`config.mk`:
```
export PLATFORM = sky130hd
export DESIGN_NAME = regfile_sb
export DESIGN_NICKNAME = d
export VERILOG_FILES = /design/src/rtl/regfile_sb.sv
export SDC_FILE = /design/constraint.sdc
export NUM_CORES = 1
export LEC_CHECK = 0
export ABC_AREA = 1
export ABC_CLOCK_PERIOD_IN_PS = 5700
export BUFFER_PORTS_ARGS = -buffer_cell sky130_fd_sc_hd__buf_4
export CORE_AREA = 2 2 186 188
export CTS_CLUSTER_SIZE = 25
export DETAILED_ROUTE_END_ITERATION = 7
export DIE_AREA = 0 0 188 190
export PLACE_DENSITY_LB_ADDON = 0.05
export SETUP_SLACK_MARGIN = 0.4
export SYNTH_ARGS = -nofsm -noshare
export SYNTH_HDL_FRONTEND = slang
export SYNTH_SLANG_ARGS = --single-unit
```
`constraint.sdc`:
```
create_clock -name clk -period 5.7 [get_ports clk]
set_input_delay 1.14 -clock clk [delete_from_list [all_inputs] [get_ports clk]]
set_output_delay 1.14 -clock clk [all_outputs]
set_load 0.02 [all_outputs]
```
`src/rtl/regfile_sb.sv`:
```
// Two-read/one-write register file with same-cycle write bypass, a pending-write
// scoreboard for RAW hazard detection and a sequential bulk-clear engine.
module regfile_sb #(
    parameter int unsigned DATA_W  = 16,
    parameter int unsigned ADDR_W  = 3,
    parameter int unsigned ZERO_R0 = 0
) (
    input  logic              clk,
    input  logic              rst,
    input  logic              wr_en,
    input  logic [ADDR_W-1:0] wr_addr,
    input  logic [DATA_W-1:0] wr_data,
    input  logic [ADDR_W-1:0] rd_addr_1,
    output logic [DATA_W-1:0] rd_data_1,
    output logic              rd_busy_1,
    input  logic [ADDR_W-1:0] rd_addr_2,
    output logic [DATA_W-1:0] rd_data_2,
    output logic              rd_busy_2,
    input  logic              sb_set_en,
    input  logic [ADDR_W-1:0] sb_set_addr,
    input  logic              clr_start,
    output logic              clr_busy
);

    localparam int unsigned DEPTH   = 1 << ADDR_W;
    localparam bit          HAS_ZR0 = (ZERO_R0 != 0);

    typedef enum logic {IDLE, CLEAR} state_t;

    state_t            state;
    logic [ADDR_W-1:0] clr_cnt;
    logic [DATA_W-1:0] mem [DEPTH];
    logic [DEPTH-1:0]  pending;

    logic wr_ok;
    logic set_ok;

    // Writes and scoreboard sets to a hard-wired zero entry are discarded.
    assign wr_ok  = wr_en     && !(HAS_ZR0 && (wr_addr == '0));
    assign set_ok = sb_set_en && !(HAS_ZR0 && (sb_set_addr == '0));

    // State, storage, scoreboard and clear engine.
    always_ff @(posedge clk or posedge rst) begin
        if (rst) begin
            state    <= IDLE;
            clr_cnt  <= '0;
            clr_busy <= 1'b0;
            pending  <= '0;
            for (int i = 0; i < DEPTH; i++) begin
                mem[i] <= '0;
            end
        end else begin
            case (state)
                IDLE: begin
                    if (wr_ok) begin
                        mem[wr_addr]     <= wr_data;
                        pending[wr_addr] <= 1'b0;
                    end
                    // Placed after the write so a same-address set wins.
                    if (set_ok) begin
                        pending[sb_set_addr] <= 1'b1;
                    end
                    if (clr_start) begin
                        state    <= CLEAR;
                        clr_cnt  <= '0;
                        clr_busy <= 1'b1;
                    end
                end
                CLEAR: begin
                    mem[clr_cnt]     <= '0;
                    pending[clr_cnt] <= 1'b0;
                    clr_cnt          <= clr_cnt + ADDR_W'(1);
                    if (clr_cnt == ADDR_W'(DEPTH - 1)) begin
                        state    <= IDLE;
                        clr_busy <= 1'b0;
                    end
                end
                default: begin
                    state    <= IDLE;
                    clr_busy <= 1'b0;
                end
            endcase
        end
    end

    logic [ADDR_W-1:0] rd_addr [2];
    logic [DATA_W-1:0] rd_data [2];
    logic              rd_busy [2];

    assign rd_addr[0] = rd_addr_1;
    assign rd_addr[1] = rd_addr_2;
    assign rd_data_1  = rd_data[0];
    assign rd_data_2  = rd_data[1];
    assign rd_busy_1  = rd_busy[0];
    assign rd_busy_2  = rd_busy[1];

    // Combinational read: bypass only in IDLE, zero entry overrides everything.
    always_comb begin
        for (int p = 0; p < 2; p++) begin
            rd_data[p] = mem[rd_addr[p]];
            rd_busy[p] = pending[rd_addr[p]];
            if ((state == IDLE) && wr_en && (wr_addr == rd_addr[p])) begin
                rd_data[p] = wr_data;
                rd_busy[p] = 1'b0;
            end
            if (HAS_ZR0 && (rd_addr[p] == '0)) begin
                rd_data[p] = '0;
                rd_busy[p] = 1'b0;
            end
        end
    end

endmodule

```
## After elaboration in Yosys (flattened, before gate mapping)

Cells that the tools add are included.

- Bits in registers: 141
- Bits of input ports: 33
- Output and inout bits: 35
- Logic and storage cells: 93

- Reductions and logical operators: 9
- Bitwise gates (word level): 12
- Add/sub/neg operators: 1
- Equality and inequality tests: 6
- $lt $le $gt $ge: 14
- Mux-type cells: 39

Operators with widths:

| cell | number |
|---|---|
| 128-bit one-hot mux with 2 select lines | 1 |
| 128-bit AND | 1 |
| 128-bit bitwise mux | 1 |
| 128-bit two-way mux | 1 |
| 16-bit two-way mux | 8 |
| 128-bit inverter | 1 |
| 16-bit binary-select mux with 3-bit select | 2 |
| 16-bit demux with 3-bit select | 2 |
| 8-bit two-way mux | 3 |
| 3-bit by 4-bit < comparator with 1-bit output, second input constant | 5 |
| 8-bit AND | 2 |
| 4-bit greater-or-equal comparator, second input constant | 4 |
| 3-bit inverter with 4-bit output | 4 |
| 8-bit inverter | 2 |
| 8-bit one-hot mux with 2 select lines | 1 |
| 1-bit two-way mux | 11 |
| 1-bit demux with 3-bit select | 3 |
| 3-bit by 1-bit greater-or-equal comparator with 1-bit output, second input constant | 3 |
| 1-bit logical AND | 8 |
| 4-bit by 1-bit < comparator with 1-bit output, second input constant | 2 |
| 8-bit OR | 1 |
| 1-bit binary-select mux with 3-bit select | 2 |
| 3-bit == test | 2 |
| 3-bit one-hot mux with 2 select lines | 1 |
| 8 further kinds | 10 |

## Logic depth before layout (Yosys ltp)

- Word-level depth: 11
- Mapped depth: 10
- Mapped depth without buffers: 8

## Least setup slack after synthesis

Ideal clock, no wire load.

- Kind: input to output
- Start point: input port rd_addr_2[0]
- End point: output port rd_busy_2
- Cell stages on the path: 8
- Buffers on the path: 3
- Path slack: 2.355 ns
- Data arrival time: 2.205 ns
- Required time: 4.560 ns
- Path through: buf_2 inv_1 buf_2 buf_2 nor2_1 nor2_1 nor2_1 nor2_1

- Cells in the longest elaborated chain, start to end: 3
- Elaborated cells on any way between the ends: 5
- Classes of those cells: eq/ne: 1; mux: 3; reduce/logical: 1

RTL lines:

| element | line | text |
|---|---|---|
| start: declaration | 16 | `input logic [ADDR_W-1:0] rd_addr_2,` |
| 1-bit binary-select mux with 3-bit select or 3-bit == test (tied branches) | 101, 102 |  |
| 1-bit two-way mux (implied by the code) or 1-bit logical AND (tied branches) | 101, 102 |  |
| 1-bit two-way mux (*) | 102 | `if ((state == IDLE) && wr_en && (wr_addr == rd_addr[p])) begin` |
| end: declaration | 18 | `output logic rd_busy_2,` |

Mark *: on every way between the ends. The rest lies on a longest branch, timed or not. The select of a mux whose other input is x is not followed.

## Final worst setup path

- Start point: input port rd_addr_1[2]
- End point: output port rd_data_1[14]

- Cells in the longest elaborated chain, start to end: 5
- Elaborated cells on any way between the ends: 7
- Classes of those cells: eq/ne: 1; mux: 4; bitwise: 1; reduce/logical: 1

RTL lines:

| element | line | text |
|---|---|---|
| start: declaration | 13 | `input logic [ADDR_W-1:0] rd_addr_1,` |
| 3-bit inverter with 4-bit output (implied by the code) | 100 | `rd_data[p] = mem[rd_addr[p]];` |
| 16-bit binary-select mux with 3-bit select | 100 |  |
| 16-bit two-way mux (implied by the code) (2 in series) | 100 |  |
| 16-bit two-way mux (*) | 102 |  |
| end: declaration | 14 | `output logic [DATA_W-1:0] rd_data_1,` |

Marked as above.

==> run summary <==
core box area = 33900 µm²
FP Rows = 68
Antenna Nets Post-Route = 0
design area = 9730 µm²
largest net degree at the start of global routing = 70
CP required = 4.56 ns
hold_buf cts = 0
post-synthesis mux area share = 0%
PostCTS Resize Cnt = 0
Synth Area in Compound Gates = 10.8%
antenna cell count = 0
Die Height = 190 µm
post-CTS setup buffer count = 0
1st-iter DRT viols = 647
Worst Max-Slew Pin Slew = 1.07 ns
vias in the first global route = 8506
Sw Ratio = 39.9%
fillers = 3741
Post-Route WL = 37.9 mm
IO buf count = 67
gr usage total = 21.6%
Post-Synth XOR/XNOR Area = 0%
die width = 188 µm
global-route wire length before repair = 57.0 mm
combinational family with the most area after synthesis = simple AND/OR/NAND/NOR gates
H-tree lvl count = 4
endpoints failing setup = 0
Cell Area, Placed = 9130 µm²
skew final = 0.00773 ns
Slew Limit Fails = 0
cts bufs inserted = 17
status = finished clean
clock tree root buffer cell = clkbuf_16
Setup Crit Path Kind = input pin to primary output
critical path fanouts, max = 19
Avg WL per Cell = 22.6 µm
Final GP Congestion = 0.754
setup_tns = 0 ns
Mapped Area = 8340 µm²
Clk pwr share = 30.4%
Slew HR = 28.5%
PwrDens = 408 nW/µm²
most frequent cells in the layout = nand2_1, nand3_1, inv_1, dfrtp_1, o22ai_1
commonest non-fill, non-tap cell in the layout = nand2_1
crit path time final = 4.28 ns
Area Growth Syn to Fin = 16.7%
Fin. Hold Viols = 0
Yosys reg bits = 141
critical path startpoint category = input pin
clock tree buffer depth = 2
Flop pwr share = 34.2%
Cell Int Power = 2.39 mW
Post-Syn Instances = 1177
MaxCap Viol Count = 0
post-synth top area cell = dfrtp_1
io pins = 68
CP arrival = 3.14 ns
nets@finish = 1239
Worst-Skew Late Latency = 0.43 ns
Unique masters post-synth = 24
post-detail-place hpwl = 21.1 mm
initial antenna violation count = 0
final hold slack = 0.514 ns
RSZ-0062 raised after global routing = false
clock sink count = 141
Area contributors post-synth = dfrtp_1, nand2_1, nand3_1
CTS tree = yes
die area = 35700 µm²
TritonRoute pass-1 iters = 5
post-synthesis sequential area ratio = 42.3%
initial core utilization = 24.6%
Gate power share = 35.3%
Util after Layout = 28.7%
area fraction of the dominant cell type after synthesis = 42.3%
Syn Nets = 1212
share of cells above drive strength 1 = 12.0%
vias after detailed routing = 8323
simple-gate share of the synthesized area = 34.1%
Static Leak = 5.05 nW
Final period util = 75.0%
DRC viols = 0
adder-cell share of the synthesized area = 0.300%
clock-pin transition on the worst setup and hold timing paths = 0.07 ns
CP endpoint kind = primary output
syn avg cell area = 7.09 µm²
Tot Pwr = 3.97 mW
total gr overflow = 0
YS warnings = 0
Hold WC Path Type = register to register
f_max = 234 MHz
Switch Pwr = 1.58 mW
Via density = 4.98
peak supply drop = 209 µV
-- final timing paths --
path                                   start             to  slack [ns]  cells after the start
min in group asynchronous                rst     clr_cnt[2]        0.76                      2
worst max-delay path            rd_addr_1[2]  rd_data_1[14]        1.42                     10
worst max register to register         state        mem[82]        2.79                      4
worst min-delay path                clr_busy       clr_busy        0.51                      2
max in group asynchronous                rst        mem[17]        3.70                      3
worst min register to register      clr_busy       clr_busy        0.51                      2
-- area by class of cell --
class                      instances  area (µm²)  area share (%)
multi-input combinational        792        3770            38.7
clock buffer                      19         443            4.55
sequential                       141        3530            36.3
timing repair buffer              82         616            6.32
clock inverter                    13         164            1.68
inverter                         170         647            6.65
tap                              455         569            5.85
-- power groups by stage --
stage               Sequential, mW  Combinational, mW  Clock, mW
CTS                           1.36               1.41       1.24
finish                        1.36               1.40       1.21
global placement              1.38               1.41          0
floorplan                     1.35              0.962          0
detailed placement            1.38               1.40          0
global route                  1.39               1.56       1.27
-- cell families (layout without fill, tap and decap cells) --
kind of cell / Yosys count / in the layout
simple gates: 644 / 644
buf+inv: 244 / 284
compound gates: 146 / 146
flops: 141 / 141
fa+ha+maj: 2 / 2
-- stage by stage --
step | instances | setup WS (ns)
CTS | 1672 | 1.41
global placement | 1640 | 1.48
global route | 1672 | 1.22
finish | 1672 | 1.42
detailed placement | 1640 | 1.41
floorplan | 1177 | 0.779
-- Yosys cell counts (all sizes together) --
library cell / number
a21oi: 1
buf: 53
clkbuf: 21
clkinv: 2
dfrtp: 141
ha: 2
inv: 168
nand2: 375
nand3: 233
nand3b: 1
nand4: 8
nor2: 26
nor3: 1
o211ai: 2
o21ai: 11
o22ai: 132
-- routing by layer --
metal / track usage, % / routed length, µm / vias up
met3: 2.43 / 1410 / 34
met4: 4.69 / 459 / 0
met2: 35.5 / 17500 / 243
met1: 30.6 / 18500 / 4136
li1: - / - / 3910
met5: 0 / 0 / -
-- critical path, stage by stage --
cell and delay (ns):
buf_4 0.22, inv_2 0.45, nand2_1 0.09, nand2_1 0.08, nor2_1 0.06, nand2_4 0.26
clkinv_2 0.43, nand2_1 0.15, nand2_1 0.07, buf_4 0.16
-- sequential cells by signal (all words and copies together), names as in the netlist --
| signal | count |
|---|---|
| mem | 128 |
| state | 1 |
| clr_busy | 1 |
| pending | 8 |
| clr_cnt | 3 |
Power figures use the tool's default switching activity.
